**src/rtl/cpu_pkg.sv**
```systemverilog
// ============================================================================
// cpu_pkg : shared encodings for the EX-stage divide sequencer
// Revision: 1.0
// ============================================================================
`default_nettype none

package cpu_pkg;

    typedef enum logic [1:0] {
        DIV  = 2'b00,
        DIVU = 2'b01,
        REM  = 2'b10,
        REMU = 2'b11
    } div_op_t;

    typedef enum logic [1:0] {
        IDLE = 2'b00,
        RUN  = 2'b01,
        FIX  = 2'b10,
        DONE = 2'b11
    } div_state_t;

    // ALU opcodes the control unit maps onto div_op_t
    localparam logic [3:0] ALU_OP_DIV = 4'b1110;
    localparam logic [3:0] ALU_OP_REM = 4'b1111;

endpackage

`default_nettype wire

```
**src/rtl/div_sequencer.sv**
```systemverilog
// ============================================================================
// div_sequencer : radix-2 restoring DIV/DIVU/REM/REMU with pipeline stall
// Revision: 1.0
// ============================================================================
`default_nettype none

module div_sequencer
    import cpu_pkg::*;
#(
    parameter int WIDTH = 32
) (
    input  logic             clk,
    input  logic             rst_n,
    input  logic             start,
    input  logic [1:0]       op,
    input  logic [WIDTH-1:0] dividend,
    input  logic [WIDTH-1:0] divisor,
    input  logic             flush,
    output logic             stall_EX,
    output logic             busy,
    output logic             done,
    output logic [WIDTH-1:0] result
);

    localparam int CW = $clog2(WIDTH);
    localparam logic [WIDTH-1:0] MIN_INT = {1'b1, {(WIDTH-1){1'b0}}};

    div_state_t       state;
    logic [CW-1:0]    count;
    logic [WIDTH-1:0] quo;
    logic [WIDTH-1:0] rem;
    logic [WIDTH-1:0] dvsr;
    logic             neg_q;
    logic             neg_r;
    logic             sel_rem;

    div_op_t          op_e;
    logic             is_signed;
    logic             is_rem;
    logic             dvd_neg;
    logic             dvs_neg;
    logic [WIDTH-1:0] abs_dvd;
    logic [WIDTH-1:0] abs_dvs;
    logic             div_zero;
    logic             ovf;
    logic             accept;

    logic [WIDTH:0]   rem_sh;
    logic [WIDTH:0]   trial;
    logic [WIDTH-1:0] quo_nxt;
    logic [WIDTH-1:0] rem_nxt;

    always_comb begin
        op_e      = div_op_t'(op);
        is_signed = (op_e == DIV) || (op_e == REM);
        is_rem    = (op_e == REM) || (op_e == REMU);
        dvd_neg   = is_signed & dividend[WIDTH-1];
        dvs_neg   = is_signed & divisor[WIDTH-1];
        abs_dvd   = dvd_neg ? (~dividend + 1'b1) : dividend;
        abs_dvs   = dvs_neg ? (~divisor + 1'b1) : divisor;
        div_zero  = (divisor == '0);
        ovf       = is_signed && (dividend == MIN_INT) && (divisor == '1);
        accept    = start && !flush;
    end

    // One restoring step; bit WIDTH of the trial is the borrow, since rem < dvsr
    always_comb begin
        rem_sh = {rem, quo[WIDTH-1]};
        trial  = rem_sh - {1'b0, dvsr};
        if (!trial[WIDTH]) begin
            rem_nxt = trial[WIDTH-1:0];
            quo_nxt = {quo[WIDTH-2:0], 1'b1};
        end else begin
            rem_nxt = rem_sh[WIDTH-1:0];
            quo_nxt = {quo[WIDTH-2:0], 1'b0};
        end
    end

    always_ff @(posedge clk or negedge rst_n) begin
        if (!rst_n) begin
            state   <= IDLE;
            count   <= '0;
            quo     <= '0;
            rem     <= '0;
            dvsr    <= '0;
            neg_q   <= 1'b0;
            neg_r   <= 1'b0;
            sel_rem <= 1'b0;
            result  <= '0;
        end else begin
            case (state)
                // DONE accepts a new start so back-to-back divides need no bubble
                IDLE, DONE: begin
                    state <= IDLE;
                    if (accept) begin
                        sel_rem <= is_rem;
                        neg_q   <= dvd_neg ^ dvs_neg;
                        neg_r   <= dvd_neg;
                        quo     <= abs_dvd;
                        rem     <= '0;
                        dvsr    <= abs_dvs;
                        count   <= CW'(WIDTH - 1);
                        if (div_zero) begin
                            result <= is_rem ? dividend : '1;
                            state  <= DONE;
                        end else if (ovf) begin
                            result <= is_rem ? '0 : MIN_INT;
                            state  <= DONE;
                        end else begin
                            state  <= RUN;
                        end
                    end
                end
                RUN: begin
                    if (flush) begin
                        state <= IDLE;
                    end else begin
                        quo <= quo_nxt;
                        rem <= rem_nxt;
                        if (count == '0) begin
                            state <= FIX;
                        end else begin
                            count <= count - 1'b1;
                        end
                    end
                end
                FIX: begin
                    if (flush) begin
                        state <= IDLE;
                    end else begin
                        if (sel_rem) begin
                            result <= neg_r ? (~rem + 1'b1) : rem;
                        end else begin
                            result <= neg_q ? (~quo + 1'b1) : quo;
                        end
                        state <= DONE;
                    end
                end
                default: state <= IDLE;
            endcase
        end
    end

    assign busy     = (state == RUN) || (state == FIX);
    assign done     = (state == DONE);
    assign stall_EX = ((state == IDLE) && accept) || busy;

endmodule

`default_nettype wire

```
**config.mk**
```make
export PLATFORM = sky130hd
export DESIGN_NAME = div_sequencer
export DESIGN_NICKNAME = d
export VERILOG_FILES = /design/src/rtl/cpu_pkg.sv /design/src/rtl/div_sequencer.sv
export SDC_FILE = /design/constraint.sdc
export NUM_CORES = 1
export LEC_CHECK = 0
export CAP_MARGIN = 10
export CORE_MARGIN = 2
export CORE_UTILIZATION = 63
export DETAILED_ROUTE_END_ITERATION = 8
export PLACE_DENSITY_LB_ADDON = 0.15
export SLEW_MARGIN = 20
export SYNTH_ARGS = -nofsm -noshare
export SYNTH_HDL_FRONTEND = slang
export SYNTH_SLANG_ARGS = --single-unit
```
**constraint.sdc**
```tcl
create_clock -name clk -period 6.45 [get_ports clk]
set_input_delay 1.29 -clock clk [delete_from_list [all_inputs] [get_ports clk]]
set_output_delay 1.29 -clock clk [all_outputs]
set_load 0.05 [all_outputs]
```
Word-level counts from Yosys, hierarchy flattened. Cells that the tools add are included.

Bits in registers: 138. Bits in latches: 0. RAM bits: 0. Memory bits (read-only): 0. Bits of input ports: 70. Output and inout bits: 35. Logic and storage cells: 86. Memories kept: 0.

$add $sub $neg: 6. $mul: 0. Div/mod/pow operators: 0. Order comparisons: 0. Eq/ne operators: 13. Shift-type cells: 0. Mux-type cells: 31. Bitwise gates (word level): 7. Reduce and logical (&&, ||, !) cells: 20.

Operator list (number): $mux W32 (16); $pmux W32 S2 (3); $add A32 B1 Y32 const B (4); $not A32 Y32 (4); $eq A32 B32 Y1 const B (2); $sub A33 B32 Y33 (1); $logic_not A32 Y1 (1); $mux W5 (3); $mux W2 (6); $pmux W5 S2 (1); $eq A2 B2 Y1 const B (4); $ne A2 B2 Y1 const B (4); $reduce_and A4 Y1 (2); $ne A3 B3 Y1 const B (2); $pmux W2 S3 (1); $logic_not A5 Y1 (1); $sub A5 B1 Y5 const B (1); $logic_and A1 B1 Y1 (4); $logic_not A2 Y1 (2); $logic_or A1 B1 Y1 (4); $reduce_bool A2 Y1 (2); $reduce_and A3 Y1 (1); $and A1 B1 Y1 (2); $eq A2 B1 Y1 const B (1); 5 further kinds (5).

Longest topological paths before layout. Gate-level depths: netlist of run 1.

Depth after elaboration: 8. Mapped depth: 14.

Least setup slack after synthesis of run 1. Ideal clock, no wire load.

Path type: input -> register. Start point: in divisor[2]. End point: reg result[13]. Library setup time: 0.119 ns. Arrival: 3.519 ns. Required time: 6.331 ns. Slack: 2.811 ns. Stages on the path: 11. Path buffers: 2. Cells stage by stage: or4_4 > nor4_4 > and4b_1 > nand2_1 > or3_1 > buf_6 > o32a_2 > nand2_4 > buf_6 > o311ai_1 > o21a_1.

Cells in the longest elaborated chain, start to end: 4. Elaborated cells between the ends (all ways): 8.

Ends and longest elaborated chain: from (decl) (RTL line div_sequencer.sv:17) `input logic [WIDTH-1:0] divisor,`; $eq A32 B32 Y1 / $logic_not A32 Y1 (equally long branches) (RTL line div_sequencer.sv:62, div_sequencer.sv:61); $logic_and A1 B1 Y1 / $mux W32 (equally long branches) (RTL line div_sequencer.sv:62, div_sequencer.sv:103); $ne A3 B3 Y1 (no source line) / $mux W32 (equally long branches); $reduce_and A4 Y1 (no source line) / $pmux W32 S2 (equally long branches); to (signal assigned) (RTL line div_sequencer.sv:104) `result <= is_rem ? dividend : '1;`; to (signal assigned) (RTL line div_sequencer.sv:107) `result <= is_rem ? '0 : MIN_INT;`; to (signal assigned) (RTL line div_sequencer.sv:132) `result <= neg_r ? (~rem + 1'b1) : rem;`; to (decl) (RTL line div_sequencer.sv:22) `output logic [WIDTH-1:0] result`.

Parallel ways exist; a longest one is shown, timed or not. The select of a mux whose other input is x is not followed. A chain may end at the register's enable or synchronous reset.

Worst setup path after layout of run 1.
Start point: in divisor[14]. End point: reg result[17].

Same word-level chain as after synthesis.

==> flow_metrics.env, run 1 <==
export IMPL_async_reset_ff_frac=1.00
export IMPL_gp_congestion=0.921
export IMPL_slew_violations=0
export IMPL_max_cap_viol_count=0
export IMPL_setup_viol=0
export IMPL_synth_edf_count=0
export IMPL_power_frac_comb=0.509
export IMPL_crit_path_start_kind="input port"
export IMPL_grt_pass1_wl_um=50900
export IMPL_grt_max_degree=87
export IMPL_pwr_share_clk=0.187
export IMPL_mostFrequentLayoutCell="o21ai_0"
export IMPL_dp_final_hpwl_um=22400
export IMPL_clock_sinks=138
export IMPL_die_w_um=135
export IMPL_clkTransAtPathRegs_ns=0.07
export IMPL_swShare=0.479
export IMPL_worst_setup_path_type="in2reg"
export IMPL_mostFrequentLayoutCells="164 x o21ai_0, 147 x nand2_1, 137 x dfrtp_1"
export IMPL_max_freq_mhz=220
export IMPL_numCtsBuffers=17
export IMPL_min_to="dvsr[16]"
export IMPL_worst_r2r_endpoint="rem[27]"
export IMPL_layout_drive_gt1_share=0.0466
export IMPL_syn_area_sq_um=10800
export IMPL_h_tree_depth=4
export IMPL_root_buffer="clkbuf_16"
export IMPL_period_minus_slack_ns=4.54
export IMPL_grt_pass1_vias=9867
export IMPL_synthCells=1346
export IMPL_drt_initial_drc_count=1267
export IMPL_clock_skew_ns=0.0113
export IMPL_grt_use_total=0.351
export IMPL_cp_arrival_ns=4.86
export IMPL_insertion_delay_ns=0.43
export IMPL_critPathBufInv=1
export IMPL_p_switching_mw=2.49
export IMPL_critPathRequiredTime_ns=6.78
export IMPL_dr_pass1_iters=6
export IMPL_cts_tree="built"
export IMPL_cts_hold_buf=0
export IMPL_num_io_pins=105
export IMPL_rr_worst_depth=11
export IMPL_synth_avg_cell_area_sq_um=8.06
export IMPL_pwr_share_seq=0.304
export IMPL_dieArea_sq_um=18300
export IMPL_final_cell_area_sq_um=12500
export IMPL_outcome="finished clean"
export IMPL_cpPeakStageDelay_ns=0.61
export IMPL_rrSetupSlack_ns=1.99
export IMPL_port_buffers=104
export IMPL_hp_class="reg2reg"
export IMPL_routedWlPerCell_um=19.3
export IMPL_min_from="dvsr[16]"
export IMPL_post_cts_setup_buffers=0
export IMPL_yosysSeqAreaShare=0.318
export IMPL_cts_path_max_buffers=2
export IMPL_fin_nets=1516
export IMPL_core_sq_um=16700
export IMPL_syn_to_final_growth_pct=15.1
export IMPL_avgViaCountPerCell=6.51
export IMPL_power_density_nw_per_um2=416
export IMPL_rows=47
export IMPL_tightest_slew_ns=1.12
export IMPL_yosysWarningCount=0
export IMPL_n_antenna_cell=0
export IMPL_crit_slowest_cell="or4_1"
export IMPL_synth_ff_type="dfrtp_1"
export IMPL_drtAntennaViolNets=0
export IMPL_synth_seq_cells=138
export IMPL_leakage_nw=5.14
export IMPL_die_height_um=135
export IMPL_crit_family="simple AND/OR/NAND/NOR gates"
export IMPL_peakVddDrop_mv=0.445
export IMPL_end_kind="flip-flop"
export IMPL_worstPathCellList="clkdlybuf4s50_1, or4_1, nor3_1, and4b_1, nand2_1, or3_1, o32a_2, nand2_4, o311ai_1, o21a_1"
export IMPL_worstPathMaxFanout=61
export IMPL_max_slew_margin_rel=0.252
export IMPL_routed_wl_um=31500
export IMPL_min_path_cells=2
export IMPL_cts_resized=0
export IMPL_hold_viol=0
export IMPL_intPower_mw=2.71
export IMPL_grt_setup_unrepaired="no"
export IMPL_start_util=0.650
export IMPL_drc_errors=0
export IMPL_overflow=0
export IMPL_synth_nets=1460
export IMPL_r2r_start="quo[31]"
export IMPL_finalCritPeriodShare=0.703
export IMPL_dpl_cell_area_sq_um=11900
export IMPL_vias=10645
export IMPL_antenna_found_initial=0
export IMPL_yosysUniqueCellTypes=65
export IMPL_setup_tns_ns=0
[logic make-up (layout without fill, tap and decap cells)]
kind of cell / count (synthesis) / count (layout) / synth area share
flops: 138 / 138 / 0.318
fa+ha+maj: 44 / 44 / 0.0514
xor+xnor: 144 / 144 / 0.116
mux: 31 / 31 / 0.0289
simple gates: 423 / 423 / 0.185
compound gates: 429 / 429 / 0.249
buf+inv: 137 / 206 / 0.0516
[area by class of cell]
| type | instances | area, sq um |
|---|---|---|
| Multi-Input combinational cell | 1071 | 6850 |
| Fill cell | 1330 | 4210 |
| Sequential cell | 138 | 3450 |
| Timing Repair Buffer | 113 | 1110 |
| Clock buffer | 18 | 429 |
| Tap cell | 220 | 275 |
| Inverter | 61 | 229 |
| Clock inverter | 14 | 139 |
[how the worst max path moves through the flow]
stage,start,end,slack (ns),cells after the start
2_1_floorplan,divisor[2],result[13],2.81,11
3_3_place_gp,divisor[14],result[13],1.60,10
3_5_place_dp,divisor[2],result[13],1.54,10
4_1_cts,divisor[2],result[13],1.98,10
5_1_grt,divisor[14],result[13],1.70,10
6_report,divisor[14],result[17],1.91,10
[stage by stage]
stage / power [mW] / setup slack (ns) / cells / util / hold WS, ns
floorplan: 3.38 / 2.81 / 1346 / - / 0.450
finish: 5.19 / 1.91 / 1635 / 0.748 / 0.478
CTS: 5.14 / 1.98 / 1635 / 0.748 / 0.482
global placement: 4.08 / 1.60 / 1603 / 0.714 / 0.462
global route: 5.51 / 1.70 / 1635 / 0.748 / 0.521
detailed placement: 4.15 / 1.54 / 1603 / 0.714 / 0.470
[state kept, by name, summed over array words and instances (netlist names)]
signal / cells
sel_rem: 1
result: 32
quo: 32
dvsr: 32
neg_r: 1
state: 2
neg_q: 1
rem: 32
count: 5
[cell usage after synthesis, types with 13 or more instances]
library cell | n | share of area
nand2_1 | 147 | 0.051
o211ai_1 | 24 | 0.017
a21o_1 | 17 | 0.012
xor2_1 | 55 | 0.044
ha_1 | 43 | 0.050
nand2b_1 | 13 | 0.0075
nand3_1 | 31 | 0.014
dfrtp_1 | 138 | 0.32
o31ai_1 | 28 | 0.019
a21oi_1 | 70 | 0.032
inv_1 | 61 | 0.021
xnor2_1 | 89 | 0.072
nor2_1 | 105 | 0.036
or4_1 | 13 | 0.0090
o21ai_0 | 164 | 0.076
nand4_1 | 13 | 0.0075
a31oi_1 | 32 | 0.018
mux2i_1 | 28 | 0.026
a22oi_1 | 28 | 0.019
or3_1 | 16 | 0.0092
nor3_1 | 31 | 0.014
clkbuf_1 | 63 | 0.022
[layer usage]
layer  routed length [um]  GRT usage  up-vias
met4                  900      0.124        0
met2                14300      0.550      570
met3                 2740     0.0651       77
li1                     -          -     4954
met1                13500      0.490     5044
met5                    0          0        -
[tightest hold or removal path: cells and delay by family (launching register included)]
family	cells	cell delay, ns
and+or+nand+nor	1	0.05
AOI/OAI and AO/OA	1	0.06
DFF	1	0.34
[power by group through the flow]
stage / Combinational, mW / Sequential (mW) / Clock, mW
after floorplan: 1.66 / 1.72 / 0
after global placement: 2.52 / 1.55 / 0
after detailed placement: 2.58 / 1.57 / 0
after CTS: 2.61 / 1.56 / 0.971
after global routing: 2.88 / 1.62 / 1.01
final: 2.64 / 1.58 / 0.969
(Power assumes the default switching activity.)
==> inputs of run 2 (changes only) <==
--- a/config.mk
+++ b/config.mk
@@ -7,7 +7,7 @@
 export LEC_CHECK = 0
 export CAP_MARGIN = 10
 export CORE_MARGIN = 2
-export CORE_UTILIZATION = 63
+export CORE_UTILIZATION = 53
 export DETAILED_ROUTE_END_ITERATION = 8
 export PLACE_DENSITY_LB_ADDON = 0.15
 export SLEW_MARGIN = 20
==> constraint.sdc (replaced) <==
create_clock -name clk -period 4 [get_ports clk]
set_input_delay 0.8 -clock clk [delete_from_list [all_inputs] [get_ports clk]]
set_output_delay 0.8 -clock clk [all_outputs]
set_load 0.05 [all_outputs]
==> flow_metrics.env, run 2 (synthesis gave the netlist of run 1 again) <==
export IMPL_outcome="finished clean"
export IMPL_num_io_pins=105
export IMPL_start_util=0.538
export IMPL_core_sq_um=20200
export IMPL_die_height_um=147
export IMPL_grt_pass1_vias=9746
export IMPL_overflow=0
export IMPL_h_tree_depth=4
export IMPL_dp_final_hpwl_um=23300
export IMPL_grt_use_total=0.291
export IMPL_grt_max_degree=73
export IMPL_drc_errors=0
export IMPL_fin_util=0.638
export IMPL_dr_pass1_iters=5
export IMPL_worstPathCellList="inv_1, ha_1, fa_1, nand2b_1, a21o_1, a211oi_1, o21ai_0, a21oi_1, o311a_4, buf_4, mux2i_1, o21ai_0"
export IMPL_drt_initial_drc_count=887
export IMPL_holdWs_ns=0.369
export IMPL_critPathRequiredTime_ns=4.30
export IMPL_peakVddDrop_mv=0.764
export IMPL_max_slew_margin_rel=0.330
export IMPL_avgViaCountPerCell=6.08
export IMPL_finalCritPeriodShare=0.948
export IMPL_leakage_nw=5.31
export IMPL_fin_nets=1551
export IMPL_dieArea_sq_um=21600
export IMPL_max_freq_mhz=264
export IMPL_gp_congestion=0.973
export IMPL_clkTransAtPathRegs_ns=0.06
export IMPL_clock_sinks=138
export IMPL_cts_hold_buf=0
export IMPL_final_cell_area_sq_um=12900
export IMPL_slew_violations=0
export IMPL_crit_path_start_kind="flip-flop"
export IMPL_cpMostUsedCell="o21ai_0"
export IMPL_layout_drive_gt1_share=0.0703
export IMPL_root_buffer="clkbuf_16"
export IMPL_syn_to_final_growth_pct=18.5
export IMPL_max_cap_viol_count=0
export IMPL_vias=10456
export IMPL_routedWlPerCell_um=18.1
export IMPL_numCtsBuffers=17
export IMPL_port_buffers=104
export IMPL_antenna_found_initial=0
export IMPL_hold_viol=0
export IMPL_tightest_slew_ns=1.01
export IMPL_cts_tree="built"
export IMPL_period_minus_slack_ns=3.79
export IMPL_cp_arrival_ns=4.09
export IMPL_rows=52
export IMPL_setup_tns_ns=0
export IMPL_routed_wl_um=31100
export IMPL_worst_setup_path_type="reg2reg"
export IMPL_hp_class="in2async"
export IMPL_grt_pass1_wl_um=50700
export IMPL_power_density_nw_per_um2=647
export IMPL_worstPathMaxFanout=19
export IMPL_end_kind="flip-flop"
export IMPL_dpl_cell_area_sq_um=12300
export IMPL_cts_path_max_buffers=2
export IMPL_drtAntennaViolNets=0
export IMPL_crit_slowest_cell="o311a_4"
export IMPL_insertion_delay_ns=0.44
export IMPL_mostFrequentLayoutCell="o21ai_0"
export IMPL_critPathBufInv=2
export IMPL_n_antenna_cell=0
export IMPL_grt_setup_unrepaired="no"
export IMPL_setup_viol=0
export IMPL_cpPeakStageDelay_ns=0.42
export IMPL_crit_family="compound AO/OA/AOI/OAI gates"
export IMPL_die_w_um=147
export IMPL_clock_skew_ns=0.0106
export IMPL_mostFrequentLayoutCells="164 x o21ai_0, 147 x nand2_1, 137 x dfrtp_1"
-- run 2: routing by layer --
metal  up-vias  global-route usage  wire, um
met5         -                   0         0
met4         0               0.114       944
met3        65              0.0453      1930
met2       379               0.451     13800
met1      4974               0.411     14400
li1       5038                   -         -
-- run 2: cell type report --
| class | count | area, sq um |
|---|---|---|
| Clock inverter | 14 | 136 |
| Clock buffer | 18 | 439 |
| Tap cell | 270 | 338 |
| Inverter | 61 | 229 |
| Timing Repair Buffer | 148 | 1400 |
| Multi-Input combinational cell | 1071 | 6860 |
| Fill cell | 1834 | 7310 |
| Sequential cell | 138 | 3450 |
-- run 2: where the power goes --
group          switching (mW)  leakage, nW  internal [mW]
Combinational            2.65         3.29           1.63
Sequential              0.580         1.75           1.89
Clock                   0.680        0.274          0.883
-- run 2: what timing repair did --
item,in CTS,in global routing
endpoints found under the setup margin,0,3
setup buffers,0,0
gates resized for setup,0,1
-- run 2: stage by stage --
step,power [mW],worst slack (ns),std cells
5_1_grt,8.89,0.0938,1720
3_3_place_gp,6.64,0.128,1688
4_1_cts,8.29,0.164,1720
6_report,8.32,0.208,1720
3_5_place_dp,6.72,0.0918,1688
2_1_floorplan,5.45,0.851,1346
-- run 2: worst paths after layout --
kind	from	endpoint	slack, ns	depth (start not counted)
max in group asynchronous	rst_n	dvsr[13]	2.79	2
max	quo[31]	rem[12]	0.21	12
min	rst_n	rem[4]	0.37	1
min in group clk	dvsr[25]	dvsr[25]	0.48	2
min reg2reg	dvsr[25]	dvsr[25]	0.48	2
max reg2reg	quo[31]	rem[12]	0.21	12
-- run 2: worst register-to-register path, cell delays in order (launching register included) --
cell	delay, ns
dfrtp_1	0.41
inv_1	0.12
ha_1	0.24
fa_1	0.40
nand2b_1	0.19
a21o_1	0.20
a211oi_1	0.39
o21ai_0	0.30
a21oi_1	0.41
o311a_4	0.42
buf_4	0.24
mux2i_1	0.23
o21ai_0	0.10
==> inputs of run 3 (changes only) <==
--- a/config.mk
+++ b/config.mk
@@ -10,7 +10,6 @@
 export CORE_UTILIZATION = 53
 export DETAILED_ROUTE_END_ITERATION = 8
 export PLACE_DENSITY_LB_ADDON = 0.15
-export SLEW_MARGIN = 20
 export SYNTH_ARGS = -nofsm -noshare
 export SYNTH_HDL_FRONTEND = slang
 export SYNTH_SLANG_ARGS = --single-unit
==> flow_metrics.env, run 3 (synthesis gave the netlist of run 1 again) <==
export IMPL_hold_viol=0
export IMPL_routed_wl_um=31100
export IMPL_max_slew_margin_rel=0.249
export IMPL_cts_hold_buf=0
export IMPL_num_io_pins=105
export IMPL_routedWlPerCell_um=18.1
export IMPL_critPathBufInv=2
export IMPL_cp_endpoint="rem[12]"
export IMPL_n_antenna_cell=0
export IMPL_rows=52
export IMPL_cts_tree="built"
export IMPL_final_cell_area_sq_um=12900
export IMPL_syn_to_final_growth_pct=18.5
export IMPL_dieArea_sq_um=21600
export IMPL_crit_path_start_kind="flip-flop"
export IMPL_setup_viol=0
export IMPL_finalCritPeriodShare=0.947
export IMPL_drtAntennaViolNets=0
export IMPL_pre_cts_slack_ns=0.0918
export IMPL_rr_worst_depth=12
export IMPL_cpPeakStageDelay_ns=0.42
export IMPL_grt_pass1_wl_um=50700
export IMPL_layout_drive_gt1_share=0.0697
export IMPL_clkTransAtPathRegs_ns=0.06
export IMPL_instances_no_fill=1720
export IMPL_fin_nets=1551
export IMPL_tightest_slew_ns=1.13
export IMPL_grt_use_total=0.291
export IMPL_max_cap_viol_count=0
export IMPL_avgViaCountPerCell=6.08
export IMPL_dp_cells=1688
export IMPL_outcome="finished clean"
export IMPL_leakage_nw=5.31
export IMPL_start_util=0.538
export IMPL_mostFrequentLayoutCells="164 x o21ai_0, 147 x nand2_1, 138 x dfrtp_1"
export IMPL_vias=10463
export IMPL_critPathRequiredTime_ns=4.30
export IMPL_rrSetupSlack_ns=0.21
export IMPL_setup_slack_ns=0.211
export IMPL_dpl_cell_area_sq_um=12300
export IMPL_period_minus_slack_ns=3.79
export IMPL_grt_setup_unrepaired="no"
export IMPL_clock_sinks=138
export IMPL_h_tree_depth=4
export IMPL_grt_pass1_vias=9746
export IMPL_cp_arrival_ns=4.09
export IMPL_root_buffer="clkbuf_16"
export IMPL_worstPathMaxFanout=19
export IMPL_cpMostUsedCell="o21ai_0"
export IMPL_dp_final_hpwl_um=23300
export IMPL_hp_class="in2async"
export IMPL_port_buffers=104
export IMPL_r2r_start="quo[31]"
export IMPL_max_freq_mhz=264
export IMPL_drc_errors=0
export IMPL_path_depth=12
export IMPL_clock_skew_ns=0.0105
export IMPL_mostFrequentLayoutCell="o21ai_0"
export IMPL_setup_tns_ns=0
export IMPL_grt_max_degree=73
export IMPL_worst_r2r_endpoint="rem[12]"
export IMPL_gp_congestion=0.973
export IMPL_end_kind="flip-flop"
export IMPL_cts_path_max_buffers=2
export IMPL_die_w_um=147
export IMPL_numCtsBuffers=17
export IMPL_insertion_delay_ns=0.44
export IMPL_drt_initial_drc_count=887
export IMPL_overflow=0
export IMPL_dr_pass1_iters=5
export IMPL_worst_setup_path_type="reg2reg"
export IMPL_nFillCells=1835
export IMPL_startpoint="quo[31]"
export IMPL_crit_slowest_cell="o311a_4"
export IMPL_peakVddDrop_mv=0.764
export IMPL_antenna_found_initial=0
export IMPL_crit_family="compound AO/OA/AOI/OAI gates"
export IMPL_slew_violations=0
export IMPL_core_sq_um=20200
export IMPL_worstPathCellList="inv_1, ha_1, fa_1, nand2b_1, a21o_1, a211oi_1, o21ai_0, a21oi_1, o311a_4, buf_4, mux2i_1, o21ai_0"
export IMPL_power_density_nw_per_um2=647
export IMPL_die_height_um=147
==> run 3: cell counts in the layout (fill, tap and decap cells not counted) <==
No cell type changed its count.
==> run 3: what timing repair did <==
action                                  CTS  global route
setup buffers                             0             0
resized for setup                         0             1
endpoints found under the setup margin    0             3
==> run 3: layout make-up <==
class	count	area, sq um	area share
Timing Repair Buffer	148	1400	0.109
Multi-Input combinational cell	1071	6860	0.534
Clock buffer	18	439	0.0342
Inverter	61	229	0.0178
Clock inverter	14	136	0.0106
Tap cell	270	338	0.0263
Sequential cell	138	3450	0.269
==> run 3: metrics by stage <==
| step | utilization | power (mW) | hold slack (ns) |
|---|---|---|---|
| CTS | 0.637 | 8.29 | 0.415 |
| global placement | 0.608 | 6.64 | 0.461 |
| global route | 0.637 | 8.89 | 0.436 |
| finish | 0.637 | 8.31 | 0.372 |
| detailed placement | 0.608 | 6.72 | 0.470 |
| floorplan | - | 5.45 | 0.450 |
==> run 3: per-layer routing <==
metal / track usage / vias to the layer above / share of wire
li1: - / 5044 / -
met1: 0.411 / 4976 / 0.46
met2: 0.451 / 382 / 0.45
met3: 0.0453 / 61 / 0.063
met4: 0.114 / 0 / 0.029
met5: 0 / - / 0
==> run 3: worst min path at each step <==
stage	start	to	slack, ns
after detailed placement	dvsr[25]	dvsr[25]	0.47
after global routing	rst_n	rem[4]	0.44
final	rst_n	rem[4]	0.37
after global placement	dvsr[25]	dvsr[25]	0.46
after floorplan	dvsr[10]	dvsr[10]	0.45
after CTS	rst_n	rem[4]	0.41
==> run 3: where the power goes <==
group / total [mW] / switching (mW) / internal, mW
registers: 2.47 / 0.580 / 1.89
logic: 4.29 / 2.65 / 1.63
clock network: 1.56 / 0.676 / 0.883
